File: src/rtl/multicycle_control.sv
// multicycle_control: multi-cycle MIPS control unit. A Moore FSM steps each instruction through
//    FETCH/DECODE/EXEC/MEM/WB over one shared memory port. It counts retired instructions and flags
//    illegal opcodes and memory timeouts.
// Latency (cycles incl. FETCH, no memory wait): R 4, lw 5, sw 4, beq 3, j 3, imm 4.
// Backpressure: FETCH/MEMRD/MEMWR hold until MemReady_i. Each non-ready cycle adds one cycle.
//    After MEM_TIMEOUT non-ready cycles the access is abandoned (MemErr_o) and the FSM refetches.
//
// Optional feature macro: IMM_ALU_EN. When it is defined, addi/andi/ori execute through
//    IMMEX/IMMWB. When it is undefined, those opcodes decode as illegal.
//
// Parameters:
//    MEM_TIMEOUT : max non-ready cycles per memory access (0 = wait forever)
//    CNT_W       : width of InstrCount_o
// Ports:
//    clk_i, rst_i           : clock, synchronous active-high reset
//    Op_i                   : IR opcode field, sampled in DECODE
//    Zero_i                 : ALU zero flag for beq
//    MemReady_i             : memory completes the current access this cycle
//    PCWrite_o, IRWrite_o   : PC / IR load strobes
//    IorD_o, MemRead_o, MemWrite_o              : memory port address select and requests
//    RegDst_o, MemtoReg_o, RegWrite_o           : register-file write control
//    ALUSrcA_o, ALUSrcB_o, ALUOp_o, ExtOp_o     : ALU operand/operation select
//    PCSource_o             : next-PC select
//    State_o                : current FSM state (debug)
//    Illegal_o, MemErr_o    : one-cycle error pulses
//    InstrCount_o           : retired instruction count (wraps)

module multicycle_control #(
   parameter int MEM_TIMEOUT = 16,
   parameter int CNT_W       = 32
) (
   input  logic             clk_i,
   input  logic             rst_i,
   input  logic [5:0]       Op_i,
   input  logic             Zero_i,
   input  logic             MemReady_i,
   output logic             PCWrite_o,
   output logic             IorD_o,
   output logic             MemRead_o,
   output logic             MemWrite_o,
   output logic             IRWrite_o,
   output logic             RegDst_o,
   output logic             MemtoReg_o,
   output logic             RegWrite_o,
   output logic             ALUSrcA_o,
   output logic [1:0]       ALUSrcB_o,
   output logic [1:0]       ALUOp_o,
   output logic [1:0]       PCSource_o,
   output logic             ExtOp_o,
   output logic [3:0]       State_o,
   output logic             Illegal_o,
   output logic             MemErr_o,
   output logic [CNT_W-1:0] InstrCount_o
);

   localparam logic [5:0] OP_R    = 6'b000000;
   localparam logic [5:0] OP_LW   = 6'b100011;
   localparam logic [5:0] OP_SW   = 6'b101011;
   localparam logic [5:0] OP_BEQ  = 6'b000100;
   localparam logic [5:0] OP_J    = 6'b000010;
`ifdef IMM_ALU_EN
   localparam logic [5:0] OP_ADDI = 6'b001000;
   localparam logic [5:0] OP_ANDI = 6'b001100;
   localparam logic [5:0] OP_ORI  = 6'b001101;
`endif

   // Wait counter must be able to hold MEM_TIMEOUT itself.
   localparam int TW = (MEM_TIMEOUT < 2) ? 1 : $clog2(MEM_TIMEOUT + 1);

   typedef enum logic [3:0] {
      S_FETCH  = 4'd0,
      S_DECODE = 4'd1,
      S_MEMADR = 4'd2,
      S_MEMRD  = 4'd3,
      S_MEMWB  = 4'd4,
      S_MEMWR  = 4'd5,
      S_EXEC   = 4'd6,
      S_ALUWB  = 4'd7,
      S_BRANCH = 4'd8,
      S_JUMP   = 4'd9,
      S_IMMEX  = 4'd10,
      S_IMMWB  = 4'd11
   } state_t;

   // Moore part of the control word. It is registered from the next state, so the
   // outputs come straight from flops.
   typedef struct packed {
      logic       iord;
      logic       mem_read;
      logic       mem_write;
      logic       reg_dst;
      logic       mem_to_reg;
      logic       reg_write;
      logic       alu_src_a;
      logic [1:0] alu_src_b;
      logic [1:0] alu_op;
      logic [1:0] pc_source;
      logic       ext_op;
      logic       pc_write_u;   // unconditional PC write (jump)
   } ctrl_t;

   // imm_logical: the latched opcode is andi/ori (zero-extended immediate, logical ALU op).
   function automatic ctrl_t decode_ctrl(input state_t s, input logic imm_logical);
      ctrl_t c;
      c        = '0;
      c.ext_op = ~imm_logical;
      case (s)
         S_FETCH: begin
            c.mem_read  = 1'b1;
            c.alu_src_b = 2'b01;
            c.alu_op    = 2'd1;
         end
         S_DECODE: begin
            c.alu_src_b = 2'b11;
            c.alu_op    = 2'd1;
         end
         S_MEMADR: begin
            c.alu_src_a = 1'b1;
            c.alu_src_b = 2'b10;
            c.alu_op    = 2'd1;
         end
         S_MEMRD: begin
            c.iord     = 1'b1;
            c.mem_read = 1'b1;
         end
         S_MEMWB: begin
            c.mem_to_reg = 1'b1;
            c.reg_write  = 1'b1;
         end
         S_MEMWR: begin
            c.iord      = 1'b1;
            c.mem_write = 1'b1;
         end
         S_EXEC: begin
            c.alu_src_a = 1'b1;
            c.alu_op    = 2'd0;
         end
         S_ALUWB: begin
            c.reg_dst   = 1'b1;
            c.reg_write = 1'b1;
         end
         S_BRANCH: begin
            c.alu_src_a = 1'b1;
            c.alu_op    = 2'd2;
            c.pc_source = 2'b01;
         end
         S_JUMP: begin
            c.pc_source  = 2'b10;
            c.pc_write_u = 1'b1;
         end
         S_IMMEX: begin
            c.alu_src_a = 1'b1;
            c.alu_src_b = 2'b10;
            c.alu_op    = imm_logical ? 2'd3 : 2'd1;
         end
         S_IMMWB: begin
            c.reg_write = 1'b1;
         end
         default: c = '0;
      endcase
      return c;
   endfunction

   state_t           r_state;
   logic [5:0]       r_op;
   logic [TW-1:0]    r_wait;
   logic [CNT_W-1:0] r_count;
   ctrl_t            r_ctrl;

   state_t     w_state_nxt;
   logic [5:0] w_op_nxt;
   logic       w_imm_logical_nxt;
   logic       w_mem_state;
   logic       w_timeout;
   logic       w_illegal;
   logic       w_retire;
   logic       w_fetch_done;
   logic       w_run;

   assign w_op_nxt = (r_state == S_DECODE) ? Op_i : r_op;

`ifdef IMM_ALU_EN
   assign w_imm_logical_nxt = (w_op_nxt == OP_ANDI) || (w_op_nxt == OP_ORI);
`else
   assign w_imm_logical_nxt = 1'b0;
`endif

   assign w_mem_state = (r_state == S_FETCH) || (r_state == S_MEMRD) || (r_state == S_MEMWR);

   // A ready in the timeout cycle completes the access, so readiness is checked first.
   assign w_timeout = (MEM_TIMEOUT != 0) && w_mem_state && !MemReady_i &&
                      (r_wait == TW'(MEM_TIMEOUT));

   always_comb begin
      w_state_nxt = r_state;
      w_illegal   = 1'b0;
      w_retire    = 1'b0;
      case (r_state)
         S_FETCH:  if (MemReady_i) w_state_nxt = S_DECODE;
         S_DECODE: begin
            case (Op_i)
               OP_LW, OP_SW: w_state_nxt = S_MEMADR;
               OP_R:         w_state_nxt = S_EXEC;
               OP_BEQ:       w_state_nxt = S_BRANCH;
               OP_J:         w_state_nxt = S_JUMP;
`ifdef IMM_ALU_EN
               OP_ADDI, OP_ANDI, OP_ORI: w_state_nxt = S_IMMEX;
`endif
               default: begin
                  w_illegal   = 1'b1;
                  w_state_nxt = S_FETCH;
               end
            endcase
         end
         S_MEMADR: w_state_nxt = (r_op == OP_SW) ? S_MEMWR : S_MEMRD;
         S_MEMRD: begin
            if (MemReady_i)     w_state_nxt = S_MEMWB;
            else if (w_timeout) w_state_nxt = S_FETCH;
         end
         S_MEMWR: begin
            if (MemReady_i) begin
               w_state_nxt = S_FETCH;
               w_retire    = 1'b1;
            end else if (w_timeout) begin
               w_state_nxt = S_FETCH;
            end
         end
         S_EXEC:  w_state_nxt = S_ALUWB;
         S_IMMEX: w_state_nxt = S_IMMWB;
         S_MEMWB, S_ALUWB, S_BRANCH, S_JUMP, S_IMMWB: begin
            w_state_nxt = S_FETCH;
            w_retire    = 1'b1;
         end
         default: w_state_nxt = S_FETCH;
      endcase
   end

   always_ff @(posedge clk_i) begin
      if (rst_i) begin
         r_state <= S_FETCH;
         r_op    <= '0;
         r_wait  <= '0;
         r_count <= '0;
         r_ctrl  <= decode_ctrl(S_FETCH, 1'b0);
      end else begin
         r_state <= w_state_nxt;
         r_op    <= w_op_nxt;
         r_ctrl  <= decode_ctrl(w_state_nxt, w_imm_logical_nxt);
         // A timed-out FETCH re-enters FETCH without a state change, so it clears explicitly.
         if (w_timeout || (w_state_nxt != r_state))
            r_wait <= '0;
         else if (w_mem_state && !MemReady_i)
            r_wait <= r_wait + TW'(1);
         if (w_retire)
            r_count <= r_count + CNT_W'(1);
      end
   end

   // Strobes and pulses are forced low for as long as reset is held, including the
   // cycle in which it is first asserted.
   assign w_run        = ~rst_i;
   assign w_fetch_done = (r_state == S_FETCH) && MemReady_i;

   assign PCWrite_o    = w_run & (r_ctrl.pc_write_u | w_fetch_done |
                                  ((r_state == S_BRANCH) & Zero_i));
   assign IRWrite_o    = w_run & w_fetch_done;
   assign MemRead_o    = w_run & r_ctrl.mem_read;
   assign MemWrite_o   = w_run & r_ctrl.mem_write;
   assign RegWrite_o   = w_run & r_ctrl.reg_write;
   assign Illegal_o    = w_run & w_illegal;
   assign MemErr_o     = w_run & w_timeout;

   assign IorD_o       = r_ctrl.iord;
   assign RegDst_o     = r_ctrl.reg_dst;
   assign MemtoReg_o   = r_ctrl.mem_to_reg;
   assign ALUSrcA_o    = r_ctrl.alu_src_a;
   assign ALUSrcB_o    = r_ctrl.alu_src_b;
   assign ALUOp_o      = r_ctrl.alu_op;
   assign PCSource_o   = r_ctrl.pc_source;
   assign ExtOp_o      = r_ctrl.ext_op;
   assign State_o      = r_state;
   assign InstrCount_o = r_count;

endmodule

File: config.mk
export PLATFORM = sky130hd
export DESIGN_NAME = multicycle_control
export DESIGN_NICKNAME = d
export VERILOG_FILES = /design/src/rtl/multicycle_control.sv
export SDC_FILE = /design/constraint.sdc
export NUM_CORES = 1
export LEC_CHECK = 0
export BUFFER_PORTS_ARGS = -buffer_cell sky130_fd_sc_hd__buf_2
export CELL_PAD_IN_SITES_DETAIL_PLACEMENT = 0
export CELL_PAD_IN_SITES_GLOBAL_PLACEMENT = 1
export CORE_UTILIZATION = 37
export CTS_CLUSTER_SIZE = 14
export DETAILED_ROUTE_END_ITERATION = 10
export PLACE_DENSITY_LB_ADDON = 0.08
export RECOVER_POWER = 50
export SYNTH_ARGS = -nofsm -noshare
export SYNTH_HDL_FRONTEND = slang
export SYNTH_SLANG_ARGS = --single-unit
File: constraint.sdc
create_clock -name clk_i -period 2.6 [get_ports clk_i]
set_input_delay 0.26 -clock clk_i [delete_from_list [all_inputs] [get_ports clk_i]]
set_output_delay 0.26 -clock clk_i [all_outputs]
set_load 0.005 [all_outputs]
# Word-level counts from Yosys, hierarchy flattened
# Index checks and enable logic that the tools add are counted.
[totals]
inputBits = 10
reg_bits = 62
elab_cells = 102
output_inout_bits = 54
[classes]
eq_ne = 29
reduce_logical = 21
n_mux = 23
addsub = 2
bitwise_logic = 11
[ops]
columns = ["operator", "count"]
rows = [
  ["32-bit by 1-bit adder with 32-bit output (second input constant)", 1],
  ["4-bit by 3-bit == test with 1-bit output (second input constant)", 8],
  ["4-bit == test (second input constant)", 8],
  ["4-bit case mux with 7 select lines", 1],
  ["6-bit == test (second input constant)", 3],
  ["4-bit by 2-bit == test with 1-bit output (second input constant)", 4],
  ["4-bit two-way mux", 4],
  ["4-bit case mux with 4 select lines", 1],
  ["1-bit two-way mux", 12],
  ["12-bit OR reduction", 1],
  ["2-bit OR reduction", 5],
  ["5-bit OR reduction", 2],
  ["1-bit AND", 8],
  ["4-bit by 1-bit == test with 1-bit output (second input constant)", 2],
  ["4-bit zero test", 2],
  ["2-bit case mux with 2 select lines", 2],
  ["4-bit OR reduction", 2],
  ["6-bit by 2-bit == test with 1-bit output (second input constant)", 1],
  ["6-bit by 3-bit == test with 1-bit output (second input constant)", 1],
  ["6-bit zero test", 1],
  ["2-bit case mux with 3 select lines", 1],
  ["5-bit by 1-bit adder with 5-bit output (second input constant)", 1],
  ["5-bit == test (second input constant)", 1],
  ["4-bit inequality test", 1],
  ["other kinds (8)", 13],
]

# Logic depth before layout (Yosys ltp)
# Gate-level depths: netlist of run 1.
[depth]
depth_word = 11
mapped_depth = 7
depth_no_buf = 7

# Least setup slack after synthesis of run 1
# No wires, ideal clock.
[synth_timing]
kind = "register to register"
start = "reg r_state[0], in the netlist State_o[0]"
end = "reg r_count[30], in the netlist InstrCount_o[30]"
period_less_slack_ns = 1.953
path_stages_with_launch = 7
required_ns = 2.530
t_arrival_ns = 1.883
setup_ns = 0.070
path_buffers = 1
path_slack_ns = 0.647
path_cell_list = "dfxtp_1 nand2b_2 nand4_4 or4_4 buf_6 or3_1 a21oi_1"
[synth_via]
elab_chain_len = 3
elab_cells_between_ends = 8
cone_classes = "6 x eq/ne; 1 x mux; 1 x reduce/logical"
[synth_rtl]
columns = ["element", "line", "source"]
rows = [
  ["start, declared", "164", "state_t r_state;"],
  ["start signal, assigned", "246", "r_state <= w_state_nxt;"],
  ["4-bit == test / 4-bit by 3-bit == test with 1-bit output (equally long branches)", "198", "case (r_state)"],
  ["5-bit OR reduction", "198", ""],
  ["1-bit case mux with 2 select lines *", "198", ""],
  ["end signal, assigned", "255", "r_count <= r_count + CNT_W'(1);"],
  ["end, declared", "167", "logic [CNT_W-1:0] r_count;"],
]
# Every way passes the cells marked *; elsewhere a longest branch is shown, timed or not.
# A chain may end at the register's enable or synchronous reset.

# Worst setup path in the final report of run 1
[layout_timing]
start = "reg r_state[2], in the netlist State_o[2]"
end = "out MemErr_o"
[layout_via]
elab_chain_len = 6
elab_cells_between_ends = 8
cone_classes = "2 x eq/ne; 1 x bitwise; 5 x reduce/logical"
[layout_rtl]
columns = ["element", "line", "source"]
rows = [
  ["4-bit by 2-bit == test with 1-bit output / 4-bit zero test (equally long branches)", "188", "assign w_mem_state = (r_state == S_FETCH) || (r_state == S_MEMRD) || (r_state == S_MEMWR);"],
  ["1-bit logical OR", "188", ""],
  ["1-bit logical OR *", "188", ""],
  ["1-bit logical AND * (2 in series)", "191", "assign w_timeout = (MEM_TIMEOUT != 0) && w_mem_state && !MemReady_i &&"],
  ["1-bit AND *", "271", "assign MemErr_o = w_run & w_timeout;"],
  ["end, declared", "52", "output logic MemErr_o,"],
]
# Marks and branches as above.

==> metrics.md, run 1 <==
| Metric | Value |
|---|---|
| CTS tree | yes |
| Core Area | 0.00789 mm^2 |
| Status | complete, no violations |
| Antenna Nets Post-Route | 0 |
| Worst-Margin Slew | 1.16 ns |
| Clock Sinks | 60 |
| Prevailing post-synth register cell | dfxtp_1 |
| Dpl ws | 0.354 ns |
| Initial antenna violation count | 0 |
| Gr usage total | 18.2% |
| Synth cell types | 64 |
| Post-synthesis net count | 376 |
| Peak supply drop | 0.000249 V |
| Post-route setup TNS | 0 ns |
| Syn. warnings | 0 |
| CTS H-tree lvls | 3 |
| Nets | 439 |
| Worst setup EP type | output pin |
| Most common cell after layout, fill and taps aside | dfxtp_1 |
| Die width | 93.4 um |
| Total congestion overflow | 0 |
| Largest net degree at the start of global routing | 56 |
| Hold Path Class | primary input to flop |
| Vias in the first global route | 2,534 |
| Critical path class | flop to output pin |
| WP data arrival | 2.09 ns |
| Asr flop ratio synth | 0% |
| Commonest non-fill, non-tap cells in the layout | dfxtp_1, buf_2, a21oi_1 |
| Leak | 0.00134 uW |
| First-pass GRT wire length | 12.5 mm |
| Hold_buf cts | 0 |
| Crit-path leading delay family | compound AO/OA/AOI/OAI gates |
| Mean Syn Cell Area | 8.51 um^2 |
| Pwr/cell area | 508 mW/mm^2 |
| Initial DRC count | 124 |
| Critical Path RT | 2.34 ns |
| Post-route DRC | 0 |
| Antenna diode count | 0 |
| Fill cell count | 813 |
| Post CTS Setup Buffer Count | 0 |
| Skew final | 0.00514 ns |
| Die area | 0.00872 mm^2 |
| Post-synthesis register bit count | 60 |
| Multi-input gate area | 0.00171 mm^2 |
| Vias per inst | 5.22 |
| Mapped Cells | 363 |
| Via count | 2,782 |
| Worst path slowest cell | o211ai_1 |
| Share of layout cells above drive strength 1 | 19.5% |
| PortBufs | 63 |
| Hold Violations, Final | 0 |
| Post-Place Cell Area | 0.00350 mm^2 |
| Number of synthesized flops with an enable pin | 0 |
| Worst Path Max Fanout | 10 |
| Pre-antenna DRT Iters | 4 |
| Placed cells | 517 |
| Post-layout util | 46.3% |
| P&R area growth vs syn | 18.2% |
| Clock Latency Late Sink | 0.33 ns |
| Slew headroom | 22.4% |
| Buf/Inv on CP | 2 |
| Clock root cell | clkbuf_8 |
| CTS Buf Count | 9 |
| Seq. cell area | 0.00120 mm^2 |
| Per-cell routed wire length | 13.9 um |
| Worst setup margin | 0.252 ns |
| Total wire length | 7.42 mm |
| RSZ-0062 raised after global routing | no |
| Fmax | 426 MHz |
| Max Buffers Root-to-Sink | 2 |
| Mapped Area | 0.00309 mm^2 |
| Peak per-stage delay on the critical path | 0.63 ns |
| Worst-path clk slew | 0.07 ns |
| Die H | 93.4 um |
| Final setup violation count | 0 |
| I/O Pins | 64 |
| Max-slew violations | 0 |
| CP Cell Sequence | buf_4 -> xor2_1 -> o211ai_1 -> nor3_1 -> buf_2 |
| Cell row count | 32 |
| Max_cap viols | 0 |
| Initial Util | 39.1% |
| Crit path launch type | flop |
| Sequential area share after synthesis | 38.9% |
| Tmin final | 2.35 ns |
| Finished Cell Area | 0.00365 mm^2 |
| Final Wtd Congestion | 0.804 |
| Post-CTS Resized | 0 |
| Period utilization | 90.3% |
| Fin cells | 533 |
| Final HPWL DP | 5.36 mm |
[layout make-up]
cell class	instances	area share, %
multi-input cells	267	46.8
flip-flops and latches	60	32.9
repair buffers	76	10.5
clock buffers	11	3.60
well taps	102	3.50
clock inverters	5	1.44
inverters	12	1.23
[metal layers]
| layer | part of all wire, % | up-vias | wire, um | GRT usage (%) |
|---|---|---|---|---|
| met5 | 0 | - | 0 | 0 |
| met4 | 1.0 | 0 | 74 | 5.00 |
| met3 | 3.6 | 8 | 268 | 4.31 |
| met2 | 43 | 53 | 3200 | 27.7 |
| met1 | 52 | 1288 | 3880 | 25.5 |
| li1 | - | 1433 | - | - |
[kinds of logic after synthesis]
| logic type | after synthesis | share of synthesized area (%) |
|---|---|---|
| AOI/OAI and AO/OA | 80 | 16.8 |
| xor gates and xnor gates | 22 | 6.24 |
| adders and majority gates | 3 | 1.22 |
| buffers and inverters | 36 | 5.75 |
| DFF | 60 | 38.9 |
| other | 1 | 0.121 |
| and+or+nand+nor | 161 | 31.0 |
[path summary, 6_finish.rpt]
| kind | slack (ns) | depth (start not counted) | startpoint | end |
|---|---|---|---|---|
| min reg2reg | 0.45 | 2 | r_op[3] | r_op[3] |
| max reg2reg | 0.32 | 7 | State_o[1] | InstrCount_o[30] |
| max | 0.25 | 5 | State_o[2] | MemErr_o |
| min | 0.22 | 3 | Op_i[3] | r_op[3] |
[Yosys cell counts, types with 5 or more instances]
library cell   n  share of area, %
a21oi_1       32               5.2
and4_1         5               1.4
buf_4          6               1.5
clkbuf_1      12               1.5
dfxtp_1       60                39
inv_1         11               1.3
nand2_1       29               3.5
nand3_1       12               1.9
nand4_1        6               1.2
nor2_1        28               3.4
nor2b_1        7               1.4
nor3_1        13               2.1
nor4_1         8               1.6
nor4b_1        6               1.7
o21ai_0       11               1.8
o21ai_1        8               1.3
or3_1         12               2.4
xnor2_1       20               5.7
[state kept, by name, summed over array words and instances, names as in the netlist, 2 cells and up]
| signal | cells |
|---|---|
| ALUSrcB_o | 2 |
| State_o | 4 |
| r_op | 6 |
| r_ctrl | 3 |
| PCSource_o | 2 |
| InstrCount_o | 32 |
| r_wait | 5 |
[where the power goes]
part | switching, uW | leakage (uW) | internal, uW | total [uW]
clock | 361 | 0.0000931 | 438 | 799
sequential | 6.43 | 0.000485 | 931 | 938
combinational | 73.6 | 0.000757 | 43.7 | 117
total | 441 | 0.00134 | 1410 | 1850
[stage by stage]
step,hold WS [ns],power (uW)
after floorplan,0.396,1040
after global placement,0.442,1080
after detailed placement,0.445,1080
after CTS,0.198,1890
after global routing,0.222,1940
final,0.216,1850
[worst reg2reg max path: stages, from the launching register on]
cell and delay (ns):
dfxtp_1 0.46, buf_4 0.22, or3b_1 0.12, a21oi_1 0.10
buf_4 0.18, or4_4 0.61, or3_1 0.38, a21oi_1 0.14
Power figures use the tool's default switching activity.
==> run 2, diff against run 1 <==
- ABC_AREA: not set -> 1
==> metrics.md, run 2 <==
| Metric | Value |
|---|---|
| Pwr/cell area | 482 mW/mm^2 (-5.2%) |
| P_int | 1450 uW (+2.8%) |
| Initial antenna violation count | 0 (unchanged) |
| Core Area | 0.00889 mm^2 (+13%) |
| Post-route DRC | 0 (unchanged) |
| CTS H-tree lvls | 3 (unchanged) |
| Total congestion overflow | 0 (unchanged) |
| Clock Sinks | 60 (unchanged) |
| Post-layout util | 44.6% (-1.6 points) |
| Syn. warnings | 0 (unchanged) |
| Mapped Area | 0.00346 mm^2 (+12%) |
| Clock Latency Late Sink | 0.34 ns (about the same) |
| Hold_buf cts | 0 (unchanged) |
| Pre-antenna DRT Iters | 4 (unchanged) |
| Worst setup EP type | output pin |
| Max Buffers Root-to-Sink | 2 (unchanged) |
| Post CTS Setup Buffer Count | 0 (unchanged) |
| Post-route setup TNS | 0 ns (unchanged) |
| Max reg flops | 32 (unchanged) |
| Commonest non-fill, non-tap cells in the layout | nand2_1, nor2_1, dfxtp_1 |
| Cell row count | 34 (+6.3%) |
| Status | complete, no violations |
| Worst setup margin | 0.429 ns (+0.177 ns) |
| Leak | 0.00165 uW (+24%) |
| Critical Path RT | 2.34 ns (about the same) |
| Number of synthesized flops with an enable pin | 0 (unchanged) |
| FF-to-FF setup slack | 0.61 ns (+0.29 ns) |
| Nets | 595 (+36%) |
| Hold Violations, Final | 0 (unchanged) |
| Hold_ws | 0.178 ns (-0.0381 ns) |
| Synth area leader | dfxtp_1 |
| Vias in the first global route | 3,298 (+30%) |
| Hold Path Class | primary input to flop |
| Most common cell after layout, fill and taps aside | nand2_1 |
| Initial DRC count | 102 (-18%) |
| Die area | 0.00973 mm^2 (+12%) |
| Antenna Nets Post-Route | 0 (unchanged) |
| Yosys top cell area share | 34.8% (-4.1 points) |
| Period utilization | 83.5% (-6.8 points) |
| CTS tree | yes |
| Final setup violation count | 0 (unchanged) |
| Top-count cell post-synth | nand2_1 |
| Top cells by area, synth | dfxtp_1, nand2_1, nor2_1 |
| First-pass GRT wire length | 15.7 mm (+26%) |
| Sequential area share after synthesis | 34.8% (-4.1 points) |
| Mean Syn Cell Area | 6.60 um^2 (-22%) |
| Mapped Cells | 524 (+44%) |
| Clock power share | 44.7% (+1.6 points) |
| PortBufs | 63 (unchanged) |
| RSZ-0062 raised after global routing | no |
| Gr usage total | 20.7% (+2.5 points) |
| Critical path class | flop to output pin |
| Initial Util | 38.9% (-0.28 points) |
| Final Wtd Congestion | 0.902 (+12%) |
| Peak supply drop | 0.000279 V (+12%) |
| Synth cell types | 36 (-44%) |
| Skew final | 0.00811 ns (+0.00297 ns) |
| I/O Pins | 64 (unchanged) |
| Largest net degree at the start of global routing | 31 (-45%) |
| Via count | 3,437 (+24%) |
| Die H | 98.6 um (+5.7%) |
| Dpl ws | 0.607 ns (+0.253 ns) |
| Per-cell routed wire length | 13.5 um (-3.4%) |
| P&R area growth vs syn | 14.8% |
| Vias per inst | 4.96 (-5.0%) |
| Comb power frac | 6.0% (-0.3 points) |
| Antenna diode count | 0 (unchanged) |
| Sw frac | 24.0% (+0.19 points) |
| Asr flop ratio synth | 0% (unchanged) |
| Total wire length | 9.32 mm (+26%) |
| NetSw | 458 uW (+3.9%) |
| Clock root cell | clkbuf_8 |
| Worst Path Max Fanout | 8 (-2) |
| WP data arrival | 1.91 ns (-0.18 ns) |
| Share of layout cells above drive strength 1 | 18.1% (-1.4 points) |
| Post-synthesis net count | 537 (+43%) |
| Synth top cells by count | nand2_1, nor2_1, dfxtp_1 |
| Post-CTS Resized | 0 (unchanged) |
| Final HPWL DP | 7.10 mm (+32%) |
| Max-slew violations | 0 (unchanged) |
| Tmin final | 2.17 ns (-0.177 ns) |
| Slew headroom | 60.7% (+38 points) |
| CTS Buf Count | 9 (unchanged) |
| Crit path launch type | flop |
| Max_cap viols | 0 (unchanged) |
| Post-synthesis register bit count | 60 (unchanged) |
| Worst-path clk slew | 0.07 ns (about the same) |
| Die width | 98.6 um (+5.7%) |
| Worst-Margin Slew | 0.589 ns (-0.575 ns) |
| Prevailing post-synth register cell | dfxtp_1 |
| Fmax | 461 MHz (+8.2%) |
| Part of the power in registers | 49.3% (-1.3 points) |
## run 2: cell count changes after synthesis, moves of 6 or more
cell     previous run  this run
nand2_1            29       136
nor2_1             28        82
inv_1              11        45
nand3_1            12        29
xnor2_1            20         3
or3_1              12         0
nand2_2             1        11
inv_2               1         9
xor2_1              2        10
nor2b_1             7         0
nor4_1              8         1
nor4b_1             6         0
## run 2: worst max-delay path: stages, from the launching register on
cell and delay (ns):
dfxtp_1 0.50, inv_1 0.16, nor2_1 0.31, nand2_2 0.13, nand3_4 0.11, nand3_4 0.13, nor2_1 0.11, buf_2 0.11
## run 2: final timing paths
path                                  startpoint          endpoint  cells past startpoint
worst max-delay path                  State_o[2]          MemErr_o                      7
worst min-delay path                     Op_i[3]           r_op[3]                      3
worst max register to register   InstrCount_o[0]  InstrCount_o[14]                      9
worst min register to register  InstrCount_o[31]  InstrCount_o[31]                      2
## run 2: per-layer routing
metal / part of all wire, % / GRT usage (%) / vias to the layer above
met5: 0 / 0 / -
met4: 2.6 / 7.58 / 0
met3: 3.5 / 5.18 / 21
met2: 49 / 35.6 / 74
met1: 45 / 24.9 / 1559
li1: - / - / 1783
## run 2: cell families after synthesis
| kind of cell | share of synthesized area (%) |
|---|---|
| AO/OA/AOI/OAI | 8.65 |
| buffers and inverters | 9.63 |
| XOR/XNOR | 3.29 |
| other | 0.109 |
| adder cells (fa/ha/maj) | 1.09 |
| AND/OR/NAND/NOR | 42.5 |
| flip-flops | 34.8 |
## run 2: power groups by stage
stage | clock [uW] | combinational [uW] | sequential [uW]
detailed placement | 0 | 116 | 963
CTS | 879 | 117 | 943
finish | 854 | 115 | 943
global placement | 0 | 116 | 963
floorplan | 0 | 83.4 | 961
global route | 927 | 132 | 944
## run 2: stage by stage
step,instances,total power (uW),cell area [um^2]
2_1_floorplan,524,1040,3460
3_3_place_gp,679,1080,3810
3_5_place_dp,679,1080,3810
4_1_cts,693,1940,4000
5_1_grt,693,2000,3970
6_report,693,1910,3970
## run 2: layout make-up
class	instances	area (um^2)
Sequential cell	60	1200
Inverter	56	210
Fill cell	976	4920
Timing Repair Buffer	66	317
Multi-Input combinational cell	389	1910
Clock buffer	12	155
Clock inverter	2	35.0
Tap cell	108	135
